## config.mk

```make
export PLATFORM = sky130hd
export DESIGN_NAME = key_conditioner
export DESIGN_NICKNAME = d
export VERILOG_FILES = /design/src/rtl/key_conditioner.sv
export SDC_FILE = /design/constraint.sdc
export NUM_CORES = 1
export LEC_CHECK = 0
export ABC_AREA = 0
export CORE_MARGIN = 1.5
export CORE_UTILIZATION = 34
export DETAILED_ROUTE_END_ITERATION = 7
export GPL_ROUTABILITY_DRIVEN = 0
export PLACE_DENSITY_LB_ADDON = 0.08
export SLEW_MARGIN = 0
export SYNTH_ARGS = -nofsm -noshare
export SYNTH_HDL_FRONTEND = slang
export SYNTH_SLANG_ARGS = --single-unit
```

## constraint.sdc

```tcl
create_clock -name clk -period 2.52 [get_ports clk]
set_input_delay 0.378 -clock clk [delete_from_list [all_inputs] [get_ports clk]]
set_output_delay 0.378 -clock clk [all_outputs]
set_load 0.02 [all_outputs]
```

## src/rtl/key_conditioner.sv

```systemverilog
// key_conditioner: turns five raw push-buttons into one-cycle command strobes.
// Each button is synchronized, debounced and edge-detected; the first press
// is latched as a pending command and released to the consumer when it is
// ready. Further presses are dropped while a command waits.
module key_conditioner #(
    parameter int DB_CNT = 500000
) (
    input  logic clk,
    input  logic rst,
    input  logic btn_up,
    input  logic btn_down,
    input  logic btn_left,
    input  logic btn_right,
    input  logic btn_switch,
    input  logic ready,
    output logic up,
    output logic down,
    output logic left,
    output logic right,
    output logic switch,
    output logic pend
);

    localparam int          NB      = 5;
    localparam logic [19:0] DB_LAST = 20'(DB_CNT - 1);

    // Command codes; the numeric value of each button code is its bit index + 1.
    typedef enum logic [2:0] {
        CMD_NONE   = 3'd0,
        CMD_UP     = 3'd1,
        CMD_DOWN   = 3'd2,
        CMD_LEFT   = 3'd3,
        CMD_RIGHT  = 3'd4,
        CMD_SWITCH = 3'd5
    } cmd_e;

    // Bit 0 is the highest-priority button.
    logic [NB-1:0] btn_raw;
    assign btn_raw = {btn_switch, btn_right, btn_left, btn_down, btn_up};

    logic [NB-1:0] sync1_q;
    logic [NB-1:0] sync2_q;
    logic [NB-1:0] db_q;
    logic [NB-1:0] db_d;
    logic [NB-1:0] press;
    logic [19:0]   cnt_q [NB];
    logic [19:0]   cnt_d [NB];
    cmd_e          pend_q;
    cmd_e          pend_d;

    // Two-flop synchronizer per button against metastability.
    always_ff @(posedge clk) begin
        // NOTE: registers use non-blocking assignments so every flop samples pre-edge values.
        if (rst) begin
            sync1_q <= '0;
            sync2_q <= '0;
        end else begin
            sync1_q <= btn_raw;
            sync2_q <= sync1_q;
        end
    end

    // Debounce next state: count consecutive disagreeing cycles, adopt the new level on the last one.
    always_comb begin
        // NOTE: every output gets a default first so no path leaves a latch behind.
        db_d  = db_q;
        press = '0;
        for (int i = 0; i < NB; i++) begin
            cnt_d[i] = '0;
            if (sync2_q[i] != db_q[i]) begin
                if (cnt_q[i] == DB_LAST) begin
                    db_d[i]  = sync2_q[i];
                    // Only a 0->1 change of the debounced level is a press.
                    press[i] = sync2_q[i];
                end else begin
                    cnt_d[i] = cnt_q[i] + 20'd1;
                end
            end
        end
    end

    // Debounce state registers.
    always_ff @(posedge clk) begin
        if (rst) begin
            // NOTE: the counter array is cleared on reset: it is live state, and a stale
            // count would shorten the first debounce after reset.
            for (int i = 0; i < NB; i++) begin
                cnt_q[i] <= '0;
            end
            db_q <= '0;
        end else begin
            cnt_q <= cnt_d;
            db_q  <= db_d;
        end
    end

    // Pending command next state: clear on hand-off, else latch the highest-priority press if empty.
    always_comb begin
        pend_d = pend_q;
        if (ready && (pend_q != CMD_NONE)) begin
            // A press coinciding with the hand-off is dropped.
            pend_d = CMD_NONE;
        end else if (pend_q == CMD_NONE) begin
            if      (press[0]) pend_d = CMD_UP;
            else if (press[1]) pend_d = CMD_DOWN;
            else if (press[2]) pend_d = CMD_LEFT;
            else if (press[3]) pend_d = CMD_RIGHT;
            else if (press[4]) pend_d = CMD_SWITCH;
        end
    end

    // Pending command register.
    always_ff @(posedge clk) begin
        if (rst) begin
            pend_q <= CMD_NONE;
        end else begin
            pend_q <= pend_d;
        end
    end

    // Strobes decode the pending code, gated by ready; pend flags any waiting command.
    always_comb begin
        up     = ready && (pend_q == CMD_UP);
        down   = ready && (pend_q == CMD_DOWN);
        left   = ready && (pend_q == CMD_LEFT);
        right  = ready && (pend_q == CMD_RIGHT);
        switch = ready && (pend_q == CMD_SWITCH);
        pend   = (pend_q != CMD_NONE);
    end

endmodule

```

; Word level (Yosys, flattened, before mapping)
; Cells that the tools add are included.
[word_totals]
register_bits = 118
out_inout_bits = 6
elab_cells = 74
[op_classes]
addsub = 5
eq_ne = 15
n_mux = 15
n_bitwise = 5
n_reduce_logical = 21
[op_table]
columns = cell, n
row1 = "adder 20 x 1 -> 20 bit, second input constant", 5
row2 = "equality test 20 x 19 -> 1 bit, second input constant", 5
row3 = 2-to-1 mux 3 bit, 5
row4 = OR reduction 3 bit, 5
row5 = AND reduction 2 bit, 6
row6 = 2-to-1 mux 1 bit, 10
row7 = "equality test 3 x 2 -> 1 bit, second input constant", 2
row8 = "equality test 3 bit, second input constant", 2
row9 = logical AND 1 bit, 6
row10 = != test 1 bit, 5
row11 = inverter 1 bit, 5
row12 = nonzero test 5 bit, 1
row13 = "equality test 3 x 1 -> 1 bit, second input constant", 1
row14 = zero test 3 bit, 1
row15 = nonzero test 3 bit, 1
row16 = OR reduction 2 bit, 1

; Logic depth before layout (Yosys ltp)
[logic_depth]
ltp_word = 8
depth_mapped = 8

; Least setup slack after synthesis
; Ideal clock, no wire load.
[synth_path]
kind = register to register
start = register cnt_q[0] in the netlist's numbering
end = register cnt_q[19] in the netlist's numbering
setup_time_ps = 115
arrival_time_ps = 1743
t_required_ps = 2405
setup_slack_ps = 662
path_stages_with_launch = 8
path_buffers = 2
cell_sequence = dfxtp_1 -> ha_1 -> nand4_1 -> nor4_1 -> or2_2 -> buf_2 -> buf_4 -> nor2_1
[synth_via]
elab_chain_cells = 2
word_cells_on_any_way = 3
classes_between = 1 x add/sub / 1 x eq/ne / 1 x reduce/logical
[synth_rtl]
columns = element, line_no
row1 = "start, declared", 46  ; logic [19:0] cnt_q [NB];
row2 = "start signal, assigned", 92  ; cnt_q <= cnt_d;
row3 = "parallel branches: the longest is 2 deep, another holds adder 20 x 1 -> 20 bit", --
; Several ways; the timed one is not identified.
; A chain may end at the register's enable or synchronous reset.

; Final worst setup path
[layout_path]
start = input port ready
end = output port right
[layout_via]
elab_chain_cells = 1
[layout_rtl]
columns = element, line_no
row1 = "start, declared", 15  ; input logic ready,
row2 = logical AND 1 bit, 126  ; right = ready && (pend_q == CMD_RIGHT);
row3 = "end, declared", 19  ; output logic right,
; Every way passes these cells.

==> results_dict.tcl <==
set metrics [dict create \
    ys.flop_type "dfxtp_1" \
    cap_violations 0 \
    ant_nets 0 \
    numPortBuffers 13 \
    drt_iter0_drc 173 \
    drive_gt1_share_pct 6.66 \
    synth_seq_cells 118 \
    cts_sinks 118 \
    cts_buffers 17 \
    crit_path_frequent_cell "clkdlybuf4s50_1" \
    die_x_um 125 \
    rrSetupSlack_ns 0.45 \
    grt_pass1_wl_um 16900 \
    cts-root-buf "clkbuf_16" \
    yosysUniqueCellTypes 41 \
    syn_to_final_growth_pct 18.9 \
    power_switching_uw 854 \
    track_usage_pct 13.3 \
    fp.dieH_um 125 \
    crit_slowest_cell "clkdlybuf4s50_1" \
    slowest_delay_ns 0.59 \
    powerDensity_mw_per_mm2 738 \
    setup_violations 0 \
    layout_commonest_cell "nor2_1" \
    crit_path_end_kind "primary output" \
    setup_ws_ns 0.119 \
    wire_per_inst_um 12.2 \
    synth_top_area_share_pct 46.4 \
    layout_common_cells "nor2_1, dfxtp_1, xnor2_1" \
    finalHoldViolCount 0 \
    post_synth.cell_area_avg_um2 8.70 \
    initial_utilization_pct 34.9 \
    clock_skew_ns 0.00606 \
    holdPathEnd "sync2_q[2]" \
    finalCriticalPeriod_ns 2.40 \
    synthCells 585 \
    crit_buf_inv 3 \
    cp.arrival_ns 2.02 \
    place_ws_ns 0.0581 \
    synth_warnings 0 \
    vias 3815 \
    ctsHtreeMaxLevel 4 \
    switching_share_pct 19.1 \
    antenna_found_initial 0 \
    grt_pass1_vias 3636 \
    clock.fmax_ghz 0.416 \
    synth_edf_count 0 \
    cp-start-kind "input pin" \
    run_status "complete, no violations" \
    rsz0062_at_grt "false" \
    fin_tns_setup_ns 0 \
    ctsLongestPathBuffers 2 \
    synth_top_cell_by_area "dfxtp_1" \
    period_share_pct 95.3 \
    slew_violations 0 \
    worst_hold_slack_ns 0.433 \
    worstPathCellList "clkdlybuf4s50_1 > nor4bb_2 > buf_4 > clkdlybuf4s50_1" \
    n_fill_cell 1435 \
    synth_nets 598 \
    path_max_fanout 6 \
    grt_max_degree 21 \
    final_nets 619 \
    combPwrFrac_pct 1.1 \
    rr_startpoint "cnt_q[40]" \
    core_mm2 0.0146 \
    cts_tree "yes" \
    synth_area_mm2 0.00509 \
    power_mw 4.46 \
    holdPathStages 1 \
    hold_class "reg2reg" \
    dpl.hpwl_um 6690 \
    drc 0 \
    first_pass_iters 4 \
    synth_seq_area_share_pct 46.4 \
    vdd_drop_max_mv 0.469 \
    ff2ff_path_depth 6 \
    clk_pin_slew_ns 0.05 \
    grt-ovfl-total 0 \
    critPathTopFamily "buffers and inverters" \
    hp-start "sync1_q[2]" \
    leakagePower_nw 1.88 \
    finalWirelength_um 9770 \
    clk_latency_ns 0.41 \
    r2r-end "cnt_q[46]" \
    ioPinCount 14 \
    rows 44 \
    synthTopCellsByArea "dfxtp_1, nor2_1, xnor2_1, xor2_1, nand3_1" \
    synth-async-reset-ratio_pct 0 \
    p_int_mw 3.61 \
    cp.required_ns 2.14 \
    pwr-share-clk_pct 56.7 \
    pwr-share-seq_pct 42.2 \
    vias_per_cell 4.77 \
    die-area_mm2 0.0157 \
    worst_slew_pin_slew_ns 0.738 \
    max_slew_margin_pct 50.4 \
    antenna_cells 0 \
    worstSetupPathType "in2out" \
]
## how the worst max path moves through the flow
stage                        start         to  slack [ns]  cells after the start
final                        ready      right        0.12                      4
after global routing         ready      right       0.007                      4
after CTS                    ready      right        0.06                      4
after detailed placement     ready      right        0.06                      4
after global placement       ready      right        0.11                      4
after floorplan           cnt_q[0]  cnt_q[19]        0.66                      7
## power by group through the flow
stage / registers, mW / logic (mW) / clock network [mW]
5_1_grt: 1.88 / 0.0542 / 2.68
6_report: 1.88 / 0.0480 / 2.53
3_3_place_gp: 1.92 / 0.0493 / 0
2_1_floorplan: 1.92 / 0.0282 / 0
4_1_cts: 1.88 / 0.0497 / 2.61
3_5_place_dp: 1.92 / 0.0496 / 0
## through the flow
| step | instance area [um2] | util (%) | instances |
|---|---|---|---|
| 2_1_floorplan | 5090 | - | 585 |
| 3_3_place_gp | 5420 | 37.2 | 771 |
| 3_5_place_dp | 5420 | 37.2 | 771 |
| 4_1_cts | 6040 | 41.4 | 800 |
| 5_1_grt | 6050 | 41.5 | 800 |
| 6_report | 6050 | 41.5 | 800 |
## final cells by class
| class | count | area, um2 | share of cell area (%) |
|---|---|---|---|
| tap | 184 | 230 | 3.81 |
| clock buffer | 20 | 467 | 7.72 |
| clock inverter | 9 | 151 | 2.50 |
| timing repair buffer | 19 | 175 | 2.90 |
| inverter | 17 | 63.8 | 1.06 |
| multi-input combinational | 433 | 2600 | 43.0 |
| sequential | 118 | 2360 | 39.1 |
## flip-flops by register name (all words and copies together), names as in the netlist
register	flops
db_q	5
cnt_q	100
sync2_q	5
pend_q	3
sync1_q	5
## routing by layer
| metal | up-vias | wire, um | track usage, % | part of all wire [%] |
|---|---|---|---|---|
| li1 | 2019 | - | - | - |
| met1 | 1739 | 4850 | 16.9 | 50 |
| met2 | 43 | 4380 | 20.3 | 45 |
| met3 | 14 | 398 | 4.62 | 4.1 |
| met4 | 0 | 141 | 5.95 | 1.4 |
| met5 | - | 0 | 0 | 0 |
## Yosys cell counts (10+ instances only)
library cell / instances
nor2_1: 125
dfxtp_1: 118
xnor2_1: 51
xor2_1: 41
nand2_1: 35
nand3_1: 35
nand4_1: 25
inv_1: 17
nor3_1: 17
clkbuf_1: 14
nor4_1: 13
nor2b_1: 12
and4_1: 11
and3_1: 10
## logic make-up (layout without fill, tap and decap cells)
family | after synthesis | after routing | share of synthesized area (%)
flip-flops | 118 | 118 | 46.4
AND/OR/NAND/NOR | 314 | 314 | 31.1
AO/OA/AOI/OAI | 21 | 21 | 2.61
XOR/XNOR | 92 | 92 | 15.8
multiplexers | 1 | 1 | 0.197
buffers and inverters | 34 | 65 | 2.61
adder cells (fa/ha/maj) | 5 | 5 | 1.23
## worst reg2reg max path, stage by stage (launching register included)
cell,delay [ns]
dfxtp_1,0.37
ha_1,0.19
and3_1,0.27
nand4_1,0.22
nor2_1,0.18
or3_1,0.57
nor2_1,0.13
## what timing repair did
| item | 4_1_cts | 5_1_grt |
|---|---|---|
| endpoints found under the setup margin | 0 | 1 |
| resized for setup | 0 | 1 |
| buffers inserted | 0 | 0 |
| hold buffers | 0 | 0 |
Note: power is estimated with default switching activity, not from simulation.
